[config.mk]
export PLATFORM = sky130hd
export DESIGN_NAME = am2911_seq_ctrl
export DESIGN_NICKNAME = d
export VERILOG_FILES = /design/src/rtl/am2911_seq_ctrl.sv
export SDC_FILE = /design/constraint.sdc
export NUM_CORES = 1
export LEC_CHECK = 0
export ABC_AREA = 1
export ABC_CLOCK_PERIOD_IN_PS = 4100
export CORE_ASPECT_RATIO = 0.6
export CORE_MARGIN = 2
export CORE_UTILIZATION = 52
export CTS_CLUSTER_SIZE = 28
export DETAILED_ROUTE_END_ITERATION = 6
export PLACE_DENSITY = 0.81
export SLEW_MARGIN = 40
export SYNTH_ARGS = -nofsm -noshare
export SYNTH_HDL_FRONTEND = slang
export SYNTH_SLANG_ARGS = --single-unit
export TNS_END_PERCENT = 30
[constraint.sdc]
create_clock -name clock -period 4.1 [get_ports clock]
set_input_delay 1.025 -clock clock [delete_from_list [all_inputs] [get_ports clock]]
set_output_delay 1.025 -clock clock [all_outputs]
set_load 0.005 [all_outputs]
[src/rtl/am2911_seq_ctrl.sv]
// Next-address controller for a cascade of Am2911 sequencer slices: decodes the
// microinstruction next-address field, runs the loop counter and tracks stack depth.
module am2911_seq_ctrl #(
  parameter int CW    = 8,
  parameter int DEPTH = 4,
  parameter int DW    = 3
) (
  input  logic          clock,
  input  logic          reset_n,
  input  logic [3:0]    op,
  input  logic          cc_n,
  input  logic          ccen_n,
  input  logic          hold,
  input  logic [CW-1:0] ct_load_val,
  output logic          s1,
  output logic          s0,
  output logic          zero_n,
  output logic          cin,
  output logic          re_n,
  output logic          fe_n,
  output logic          pup,
  output logic          pl_oe_n,
  output logic          map_oe_n,
  output logic          vect_oe_n,
  output logic          ct_zero,
  output logic [DW-1:0] depth,
  output logic          stack_ovf,
  output logic          stack_unf
);

  typedef enum logic {
    ST_INIT = 1'b0,
    ST_RUN  = 1'b1
  } state_t;

  localparam logic [DW-1:0] LP_DEPTH = DW'(DEPTH);

  localparam logic [3:0] OP_JZ   = 4'd0;
  localparam logic [3:0] OP_CJS  = 4'd1;
  localparam logic [3:0] OP_JMAP = 4'd2;
  localparam logic [3:0] OP_CJP  = 4'd3;
  localparam logic [3:0] OP_PUSH = 4'd4;
  localparam logic [3:0] OP_CJV  = 4'd5;
  localparam logic [3:0] OP_LDCT = 4'd6;
  localparam logic [3:0] OP_RPCT = 4'd7;
  localparam logic [3:0] OP_CRTN = 4'd8;
  localparam logic [3:0] OP_LOOP = 4'd9;
  localparam logic [3:0] OP_TWB  = 4'd10;
  localparam logic [3:0] OP_JRP  = 4'd13;
  localparam logic [3:0] OP_LDAR = 4'd14;

  state_t        r_state;
  state_t        w_state_nxt;
  logic [CW-1:0] r_cnt;
  logic [DW-1:0] r_depth;
  logic          r_ovf;
  logic          r_unf;

  logic          w_pass;
  logic          w_ct_zero;
  logic [1:0]    w_sel;
  logic          w_zero_n;
  logic          w_cin;
  logic          w_re_n;
  logic          w_pl_oe_n;
  logic          w_map_oe_n;
  logic          w_vect_oe_n;
  logic          w_push;
  logic          w_pop;
  logic          w_load;
  logic          w_dec;

  assign w_pass    = ccen_n | ~cc_n;
  assign w_ct_zero = (r_cnt == '0);

  always_ff @(posedge clock or negedge reset_n) begin
    if (!reset_n) begin
      r_state <= ST_INIT;
      r_cnt   <= '0;
      r_depth <= '0;
      r_ovf   <= 1'b0;
      r_unf   <= 1'b0;
    end else begin
      r_state <= w_state_nxt;
      if (w_load) begin
        r_cnt <= ct_load_val;
      end else if (w_dec && !w_ct_zero) begin
        r_cnt <= r_cnt - CW'(1);
      end
      // The slices' stack wraps silently, so the depth saturates and the error sticks.
      if (w_push) begin
        if (r_depth == LP_DEPTH) r_ovf <= 1'b1;
        else                     r_depth <= r_depth + DW'(1);
      end else if (w_pop) begin
        if (r_depth == '0) r_unf <= 1'b1;
        else               r_depth <= r_depth - DW'(1);
      end
    end
  end

  always_comb begin
    w_state_nxt = ST_RUN;
    w_sel       = 2'b00;
    w_zero_n    = 1'b1;
    w_cin       = 1'b1;
    w_re_n      = 1'b1;
    w_pl_oe_n   = 1'b1;
    w_map_oe_n  = 1'b1;
    w_vect_oe_n = 1'b1;
    w_push      = 1'b0;
    w_pop       = 1'b0;
    w_load      = 1'b0;
    w_dec       = 1'b0;

    if (r_state == ST_INIT) begin
      w_zero_n = 1'b0;
    end else if (hold) begin
      // PC without carry: the slices re-emit the current address.
      w_cin = 1'b0;
    end else begin
      case (op)
        OP_JZ: w_zero_n = 1'b0;
        OP_CJS: begin
          if (w_pass) begin
            w_sel     = 2'b11;
            w_pl_oe_n = 1'b0;
            w_push    = 1'b1;
          end
        end
        OP_JMAP: begin
          w_sel      = 2'b11;
          w_map_oe_n = 1'b0;
        end
        OP_CJP: begin
          if (w_pass) begin
            w_sel     = 2'b11;
            w_pl_oe_n = 1'b0;
          end
        end
        OP_PUSH: begin
          w_push = 1'b1;
          w_load = w_pass;
        end
        OP_CJV: begin
          if (w_pass) begin
            w_sel       = 2'b11;
            w_vect_oe_n = 1'b0;
          end
        end
        OP_LDCT: w_load = 1'b1;
        OP_RPCT: begin
          if (!w_ct_zero) begin
            w_sel     = 2'b11;
            w_pl_oe_n = 1'b0;
            w_dec     = 1'b1;
          end
        end
        OP_CRTN: begin
          if (w_pass) begin
            w_sel = 2'b10;
            w_pop = 1'b1;
          end
        end
        OP_LOOP: begin
          if (w_pass) w_pop = 1'b1;
          else        w_sel = 2'b10;
        end
        OP_TWB: begin
          if (w_pass) begin
            w_pop = 1'b1;
          end else if (!w_ct_zero) begin
            w_sel = 2'b10;
            w_dec = 1'b1;
          end else begin
            w_sel     = 2'b11;
            w_pl_oe_n = 1'b0;
            w_pop     = 1'b1;
          end
        end
        OP_JRP: begin
          if (w_pass) begin
            w_sel     = 2'b11;
            w_pl_oe_n = 1'b0;
          end else begin
            w_sel = 2'b01;
          end
        end
        OP_LDAR: begin
          w_re_n    = 1'b0;
          w_pl_oe_n = 1'b0;
        end
        default: ;
      endcase
    end
  end

  assign s1        = w_sel[1];
  assign s0        = w_sel[0];
  assign zero_n    = w_zero_n;
  assign cin       = w_cin;
  assign re_n      = w_re_n;
  assign fe_n      = ~(w_push | w_pop);
  assign pup       = w_push;
  assign pl_oe_n   = w_pl_oe_n;
  assign map_oe_n  = w_map_oe_n;
  assign vect_oe_n = w_vect_oe_n;
  assign ct_zero   = w_ct_zero;
  assign depth     = r_depth;
  assign stack_ovf = r_ovf;
  assign stack_unf = r_unf;

endmodule

# After elaboration in Yosys (flattened, before gate mapping)
# Cells that the tools add are included.
op_classes:
  add_sub_neg: 3
  eq_ne: 15
  n_mux: 52
  bitwise: 5
  reduce_logical: 13
op_table:
  columns: ["op", "n"]
  rows:
  - ["$mux 1", 32]
  - ["$eq 4x4->1 const B", 5]
  - ["$eq 4x3->1 const B", 4]
  - ["$mux 2", 8]
  - ["$mux 8", 2]
  - ["$pmux 2 s7", 1]
  - ["$mux 3", 4]
  - ["$eq 4x2->1 const B", 2]
  - ["$logic_not 8->1", 1]
  - ["$pmux 1 s2", 4]
  - ["$sub 8x1->8 const B", 1]
  - ["$reduce_and 3->1", 2]
  - ["$reduce_or 3->1", 2]
  - ["$eq 4x1->1 const B", 1]
  - ["$logic_not 4->1", 1]
  - ["$ne 2x2->1 const B", 2]
  - ["$pmux 1 s4", 1]
  - ["$reduce_bool 2->1", 2]
  - ["$add 3x1->3 const B", 1]
  - ["$eq 3x3->1 const B", 1]
  - ["$logic_not 3->1", 1]
  - ["$not 1->1", 3]
  - ["$sub 3x1->3 const B", 1]
  - ["$or 1x1->1", 2]
  - ["4 further kinds", 4]
word_totals:
  regBits: 14
  in_bits: 17
  out_inout_bits: 16
  elab_cells: 93

# Depth between registers and ports, before layout
# Gate-level depths: netlist of the first run.
depth:
  depth_word: 9
  ltp_mapped: 11
  mapped_depth_nobuf: 11

# Worst setup path after synthesis of the first run
# Ideal clock, no wire load.
synth_path:
  kind: "input to output"
  start: "in op[1]"
  end: "out s1"
  arrival_time_ns: 1.736
  t_required_ns: 3.075
  setup_slack_ns: 1.339
  path_stages: 7
  path_buffers: 1
  path_cell_list: "buf_6 > nand2_1 > nor2_1 > inv_1 > o211ai_1 > nor2_1 > nor2_1"
synth_via:
  elab_chain_cells: 5
  elab_cells_between_ends: 13
  cone_classes: "9 x eq/ne; 3 x mux; 1 x reduce/logical"
synth_rtl:
  columns: ["item", "line_no", "text"]
  rows:
  - ["start: declaration", "10", "input logic [3:0] op,"]
  - ["$eq 4x3->1, or another cell as far along", "121", "case (op)"]
  - ["$reduce_or 3->1 (no line)", null, null]
  - ["$pmux 2 s7 (*)", "121", null]
  - ["$mux 2 (*)", "117", "end else if (hold) begin"]
  - ["$mux 2 (*)", "115", "if (r_state == ST_INIT) begin"]
  - ["end: declaration", "15", "output logic s1,"]
# Every way passes the cells marked *; elsewhere a longest branch is shown, timed or not.

# Worst setup path in the final report of the first run
layout_path:
  start: "in op[3]"
  end: "out s1"
# Same word-level chain as after synthesis.

==> results.md, run 1 <==
| Group | Item | Value |
| --- | --- | --- |
| run status | Status | completed |
| pwr | Leak | 0.838 nW |
| clock network | Worst skew pair latency | 250 ps |
| final layout | Post-Layout Inst Area | 0.00168 mm² |
| synthesis | Distinct cell type count after synthesis | 29 |
| job | Max-capacitance violation count | 0 |
| pwr | Sw frac | 0.419 |
| worst hold path | Depth of the worst hold-timing path | 1 |
| routing | Detail-routed via count per cell | 5.10 |
| clock network | Total number of H-tree levels | 1 |
| floorplanning | Area enclosed by the die boundary | 0.00289 mm² |
| clock network | Number of sinks on the clock net | 14 |
| final layout | Commonest non-fill, non-tap cells in the layout | sky130_fd_sc_hd__nand2_1, sky130_fd_sc_hd__clkdlybuf4s50_1, sky130_fd_sc_hd__inv_1, sky130_fd_sc_hd__nor2_1, sky130_fd_sc_hd__nand3_1 |
| timing | Shortest clock period the worst path allows after layout | 3910 ps |
| pwr | Comb pwr share | 0.532 |
| pwr | Design internal power | 0.491 mW |
| floorplanning | I/O Pins | 33 |
| clock network | Max Buffers Root-to-Sink | 2 |
| pwr | Share of power burned in the clock network | 0.164 |
| critical path | Type of the worst setup path | in -> out |
| worst hold path | Hold wc startpoint | stack_unf |
| timing | Max-slew violation count | 0 |
| final layout | Final antenna diode count | 0 |
| timing | Worst slew margin relative to its limit | 0.538 |
| routing | Antenna violation net count after detailed routing | 0 |
| final layout | Most common library cell in the layout ignoring fill and taps | sky130_fd_sc_hd__nand2_1 |
| critical path | Slowest stage cell, crit path | sky130_fd_sc_hd__clkdlybuf4s50_1 |
| clock network | Clock root buffer | sky130_fd_sc_hd__clkbuf_8 |
| clock network | Setup fix buffers added after clock tree synthesis | 0 |
| routing | DRC violation count after routing | 0 |
| floorplanning | Area of the core region | 0.00224 mm² |
| synthesis | Post-synthesis cell count | 195 |
| synthesis | Synthesized area per cell | 6.57 µm² |
| worst hold path | Hold Crit Class | reg -> reg |
| pwr | P_sw | 0.354 mW |
| synthesis | Number of flip-flops and latches in the synthesized netlist | 14 |
| critical path | Biggest cell delay along the critical path | 510 ps |
| critical path | Critical path's most frequent cell | sky130_fd_sc_hd__nor2_1 |
| critical path | Kind of end point of the critical path | output pin |
| floorplanning | Starting utilization of the core area | 0.571 |
| floorplanning | Number of rows in the core area | 13 |
| final layout | Net count reported at finish | 250 |
| placement | Final weighted congestion in routability-driven placement | 0.970 |
| timing | Max Freq | 256 MHz |
| global routing | GRT overflow | 0 |
| critical path | Data required time at the worst endpoint | 3070 ps |
| final layout | Fill cell instance count of the final layout | 181 |
| clock network | Clk slew on worst S/H paths | 60 ps |
| pwr | Sequential power share | 0.304 |
| timing | Hold Violations, Final | 0 |
| timing | Final-layout worst hold slack | 489 ps |
| placement | Placed wire-length estimate after detailed placement | 2480 µm |
| synthesis | Warnings from Yosys | 0 |
| global routing | Largest net degree at the start of global routing | 15 |
| routing | Initial detailed-routing violation count | 92 |
| final layout | Util after Layout | 0.747 |
| synthesis | Post-synth design cell area | 0.00128 mm² |
| timing | Final critical-path share of the clock period | 0.954 |
| routing | DR vias | 1327 |
| pwr | PwrDens | 504 mW/mm² |
| critical path | FF-to-FF Start | r_cnt[0] |
| critical path | Cells along the critical path | clkdlybuf4s50_1 > inv_1 > nand2_1 > nor2_1 > o21ai_0 > o211ai_1 > nor2_1 > nor2_1 > clkdlybuf4s50_1 |
| global routing | Via count of the first global-routing pass | 1195 |
| synthesis | Sequential share of the synthesized area | 0.273 |
| routing | Wire length after detailed routing | 3250 µm |
| global routing | Number of antenna violations at the first check in global routing | 0 |
| critical path | R2r setup slk | 2430 ps |
| floorplanning | Width of the die | 68.1 µm |
| timing | Worst Skew | 3.16 ps |
| timing | Final number of setup-violating endpoints | 0 |
| floorplanning | Die extent in y | 42.5 µm |
| timing | Transition time of the tightest slew-check pin | 691 ps |
| clock network | Number of buffers created by CTS | 3 |
| routing | Number of search-and-repair iterations in the first detailed-routing pass | 4 |
| final layout | Layout area overhead | 31.0% |
| timing | Setup TNS Final | 0 ps |
| critical path | Crit path arrival time | 2890 ps |
| worst hold path | Hold worst-path end | stack_unf |
| timing | Setup repair after global routing missed its margin | false |
| placement | Number of buffers added on ports | 32 |
| critical path | Worst Reg-to-Reg Cells | 9 |
| critical path | Kind of start point of the critical path | input port |
| critical path | Crit Path Max Fanout | 4 |
| global routing | Global-route total usage across every layer | 0.244 |
| clock network | TritonCTS clock tree | done |
| pwr | IR drop worst, VDD | 0.000311 V |
| synthesis | Post-Synthesis Net Count | 214 |
| placement | Cell Area, Placed | 0.00162 mm² |
| global routing | Global-route wire length before repair | 5330 µm |
| final layout | Ratio of cells with drive above 1 in the final layout | 0.148 |
| critical path | Critical register-to-register path endpoint | r_cnt[2] |
| routing | Average detailed-routed wire length per instance | 12.5 µm |
[worst max-delay path by stage]
stage | start | end | depth (start not counted)
after detailed placement | op[1] | s1 | 8
final | op[3] | s1 | 9
after global placement | op[1] | s1 | 8
after CTS | op[1] | s1 | 8
after floorplan | op[1] | s1 | 7
after global routing | op[3] | s1 | 9
[state kept, by name, indices dropped and copies added (netlist names)]
signal / flops
stack_unf: 1
stack_ovf: 1
r_state: 1
r_cnt: 8
depth: 3
[Yosys cell counts (all sizes together)]
library cell	n	area (µm²)
a21oi	2	10.0
o21bai	1	7.51
nor2	29	129
nand3	19	118
o211ai	2	15.0
xor2	2	17.5
o2111ai	2	17.5
fa	1	20.0
a31oi	1	6.26
inv	29	109
or2	2	12.5
nand2	68	288
xnor2	1	8.76
conb	1	3.75
ha	1	12.5
o21ai	14	104
nand4	3	18.8
buf	3	33.8
dfrtp	14	350
[cell families (layout without fill, tap and decap cells)]
family	Yosys count	count (layout)	share of synthesized area
compound gates	22	22	0.125
xor+xnor	3	3	0.0205
fa+ha+maj	2	2	0.0254
buf+inv	32	67	0.111
flops	14	14	0.273
other cells	1	1	0.00293
simple gates	121	121	0.441
[final cells by class]
| cell class | instances | area (µm²) | share of cell area |
|---|---|---|---|
| clock buffer | 4 | 55.1 | 0.0328 |
| sequential | 14 | 350 | 0.209 |
| inverter | 29 | 109 | 0.0649 |
| multi-input combinational | 149 | 788 | 0.470 |
| timing repair buffer | 34 | 338 | 0.201 |
| tap | 30 | 37.5 | 0.0224 |
[worst max-delay path, delay by kind of cell]
family | cells | cell delay [ps]
AOI/OAI and AO/OA | 2 | 250
and+or+nand+nor | 4 | 500
buffers and inverters | 3 | 1130
[metrics by stage]
step                instances  setup slack, ps  total power [mW]
floorplan                 195             1340             0.561
global placement          256              244             0.680
detailed placement        256              212             0.700
CTS                       260              206             0.844
global route              260             50.0             0.910
finish                    260              190             0.846
[routing by layer]
metal | part of all wire | global-route usage | wire length [µm]
met1 | 0.49 | 0.357 | 1590
met2 | 0.43 | 0.357 | 1380
met3 | 0.079 | 0.0645 | 256
met4 | 0.0043 | 0.0520 | 14
met5 | 0 | 0 | 0
[power groups by stage]
stage	Combinational (mW)	Sequential (mW)	Clock, mW
detailed placement	0.444	0.257	0
floorplan	0.314	0.247	0
global placement	0.426	0.254	0
CTS	0.448	0.255	0.141
finish	0.450	0.257	0.139
global route	0.496	0.263	0.150
[repair_timing]
action / CTS / global route
resized for setup: 0 / 1
setup endpoints to repair: 0 / 1
hold endpoints to repair: 0 / 0
hold buffers: 0 / 0
(Power assumes the default switching activity.)
==> run 2: changes to the inputs <==
CTS_CLUSTER_DIAMETER = 50   (was unset)
SETUP_SLACK_MARGIN = 0.1   (was unset)
==> results.md, run 2 (synthesis gave the netlist of run 1 again) <==
| Group | Item | Value | Delta |
| --- | --- | --- | --- |
| run status | Status | completed | unchanged |
| worst hold path | Depth of the worst hold-timing path | 1 | unchanged |
| critical path | FF-to-FF Start | r_cnt[0] | unchanged |
| placement | Final weighted congestion in routability-driven placement | 0.970 | unchanged |
| placement | Placed insts | 256 | unchanged |
| worst hold path | Hold worst-path end | stack_unf | unchanged |
| floorplanning | Area enclosed by the die boundary | 0.00289 mm² | unchanged |
| critical path | Critical path's most frequent cell | sky130_fd_sc_hd__nor2_1 | unchanged |
| floorplanning | Number of rows in the core area | 13 | unchanged |
| placement | Placed wire-length estimate after detailed placement | 2480 µm | unchanged |
| routing | Number of search-and-repair iterations in the first detailed-routing pass | 4 | unchanged |
| global routing | GRT overflow | 0 | unchanged |
| final layout | Commonest non-fill, non-tap cells in the layout | sky130_fd_sc_hd__nand2_1, sky130_fd_sc_hd__clkdlybuf4s50_1, sky130_fd_sc_hd__inv_1, sky130_fd_sc_hd__nor2_1, sky130_fd_sc_hd__nand3_1 | unchanged |
| timing | Final-layout worst hold slack | 490 ps | was 489 ps |
| pwr | P_sw | 0.352 mW | was 0.354 mW |
| pwr | PwrDens | 501 mW/mm² | was 504 mW/mm² |
| final layout | Register ranked first by flip-flop count | r_cnt | unchanged |
| routing | DRC violation count after routing | 0 | unchanged |
| global routing | Number of antenna violations at the first check in global routing | 0 | unchanged |
| pwr | Sequential power share | 0.304 | about the same |
| timing | Shortest clock period the worst path allows after layout | 3860 ps | was 3910 ps |
| clock network | Max Buffers Root-to-Sink | 2 | unchanged |
| floorplanning | Width of the die | 68.1 µm | unchanged |
| clock network | Clk slew on worst S/H paths | 60 ps | about the same |
| timing | Final critical-path share of the clock period | 0.941 | was 0.954 |
| timing | Setup repair after global routing missed its margin | false | unchanged |
| critical path | Type of the worst setup path | in -> out | unchanged |
| final layout | Util after Layout | 0.751 | was 0.747 |
| global routing | Global-route wire length before repair | 5330 µm | unchanged |
| pwr | Post-route total power | 0.844 mW | was 0.846 mW |
| critical path | R2r setup slk | 2440 ps | was 2430 ps |
| placement | Setup slack after placement | 212 ps | unchanged |
| clock network | Worst skew pair latency | 250 ps | about the same |
| pwr | Share of power burned in the clock network | 0.164 | about the same |
| final layout | Largest register FFs | 8 | unchanged |
| placement | Number of buffers added on ports | 32 | unchanged |
| placement | Cell Area, Placed | 0.00162 mm² | unchanged |
| pwr | IR drop worst, VDD | 0.000311 V | about the same |
| critical path | Crit path arrival time | 2830 ps | was 2890 ps |
| final layout | Most common library cell in the layout ignoring fill and taps | sky130_fd_sc_hd__nand2_1 | unchanged |
| critical path | Worst path buffer plus inverter count | 4 | was 3 |
| clock network | Number of buffers created by CTS | 3 | unchanged |
| routing | Antenna violation net count after detailed routing | 0 | unchanged |
| timing | Setup TNS Final | 0 ps | unchanged |
| critical path | CP top delay family | buffers and inverters | unchanged |
| routing | Initial detailed-routing violation count | 104 | was 92 |
| timing | Worst Skew | 4.17 ps | was 3.16 ps |
| routing | Average detailed-routed wire length per instance | 12.4 µm | was 12.5 µm |
| routing | Wire length after detailed routing | 3230 µm | was 3250 µm |
| worst hold path | Hold Crit Class | reg -> reg | unchanged |
| global routing | Via count of the first global-routing pass | 1195 | unchanged |
| pwr | Leak | 0.845 nW | was 0.838 nW |
| timing | Max Freq | 259 MHz | was 256 MHz |
| final layout | Ratio of cells with drive above 1 in the final layout | 0.161 | was 0.148 |
| final layout | Post-Layout Inst Area | 0.00169 mm² | was 0.00168 mm² |
| global routing | Global-route total usage across every layer | 0.244 | unchanged |
| clock network | TritonCTS clock tree | done | unchanged |
| critical path | Crit Path Max Fanout | 5 | was 4 |
| clock network | Clock root buffer | sky130_fd_sc_hd__clkbuf_8 | unchanged |
| floorplanning | I/O Pins | 33 | unchanged |
| timing | Hold Violations, Final | 0 | unchanged |
| final layout | Net count reported at finish | 250 | unchanged |
| critical path | Slowest stage cell, crit path | sky130_fd_sc_hd__clkdlybuf4s50_1 | unchanged |
| timing | Max-slew violation count | 0 | unchanged |
| floorplanning | Die extent in y | 42.5 µm | unchanged |
| timing | Transition time of the tightest slew-check pin | 665 ps | was 691 ps |
| pwr | Comb pwr share | 0.532 | about the same |
| floorplanning | Area of the core region | 0.00224 mm² | unchanged |
| timing | Crit path setup slack, layout | 240 ps | was 190 ps |
| critical path | Kind of start point of the critical path | input port | unchanged |
| final layout | Final std cells w/o fill | 260 | unchanged |
| critical path | Biggest cell delay along the critical path | 510 ps | about the same |
| timing | Final number of setup-violating endpoints | 0 | unchanged |
| routing | Detail-routed via count per cell | 5.10 | about the same |
| pwr | Design internal power | 0.491 mW | about the same |
| critical path | Data required time at the worst endpoint | 3070 ps | about the same |
| job | Max-capacitance violation count | 0 | unchanged |
| critical path | Critical register-to-register path endpoint | r_cnt[2] | unchanged |
| critical path | Cells along the critical path | clkdlybuf4s50_1 > inv_2 > nand2_1 > nor2_1 > inv_1 > o211ai_1 > nor2_1 > nor2_1 > clkdlybuf4s50_1 | was clkdlybuf4s50_1 > inv_1 > nand2_1 > nor2_1 > o21ai_0 > o211ai_1 > nor2_1 > nor2_1 > clkdlybuf4s50_1 |
| pwr | Sw frac | 0.418 | was 0.419 |
| timing | Worst slew margin relative to its limit | 0.555 | was 0.538 |
| final layout | Final antenna diode count | 0 | unchanged |
| clock network | Number of sinks on the clock net | 14 | unchanged |
| routing | DR vias | 1325 | was 1327 |
| final layout | Layout area overhead | 31.5% | was 31.0% |
| global routing | Largest net degree at the start of global routing | 15 | unchanged |
| critical path | Worst Reg-to-Reg Cells | 9 | unchanged |
| critical path | Kind of end point of the critical path | output pin | unchanged |
| clock network | Number of hold buffers added after cts | 0 | unchanged |
| clock network | Total number of H-tree levels | 1 | unchanged |
| worst hold path | Hold wc startpoint | stack_unf | unchanged |
| floorplanning | Starting utilization of the core area | 0.571 | unchanged |
## run 2: cell types whose count changed in the layout (fill, tap and decap cells not counted)
cell                              change
sky130_fd_sc_hd__clkdlybuf4s50_1      -1
sky130_fd_sc_hd__dlymetal6s2s_1       +1
sky130_fd_sc_hd__inv_1                -1
sky130_fd_sc_hd__inv_2                +1
sky130_fd_sc_hd__nor2_1               -2
sky130_fd_sc_hd__nor2_2               +2
## run 2: worst max path at each step
stage	start	end	cells after the start
2_1_floorplan	op[1]	s1	7
5_1_grt	op[3]	s1	9
4_1_cts	op[1]	s1	8
3_3_place_gp	op[1]	s1	8
6_report	op[3]	s1	9
3_5_place_dp	op[1]	s1	8
## run 2: cell type report
type | instances | area, µm²
well taps | 30 | 37.5
fillers | 178 | 559
repair buffers | 34 | 340
flip-flops and latches | 14 | 350
clock buffers | 4 | 55.1
multi-input cells | 149 | 793
inverters | 29 | 109
## run 2: what timing repair did
| action | CTS | global route |
|---|---|---|
| setup endpoints to repair | 0 | 2 |
| setup buffers | 0 | 0 |
| gates resized for setup | 0 | 5 |
## run 2: layer usage
layer,vias to the layer above,GRT usage,share of wire
met5,-,0,0
met4,0,0.0520,0.0043
met3,2,0.0645,0.085
met2,51,0.357,0.44
met1,588,0.357,0.48
li1,684,-,-
## run 2: power by group through the flow
stage / combinational, mW / clock, mW / sequential (mW)
2_1_floorplan: 0.314 / 0 / 0.247
3_3_place_gp: 0.426 / 0 / 0.254
3_5_place_dp: 0.444 / 0 / 0.257
4_1_cts: 0.448 / 0.141 / 0.255
5_1_grt: 0.497 / 0.150 / 0.263
6_report: 0.449 / 0.139 / 0.256
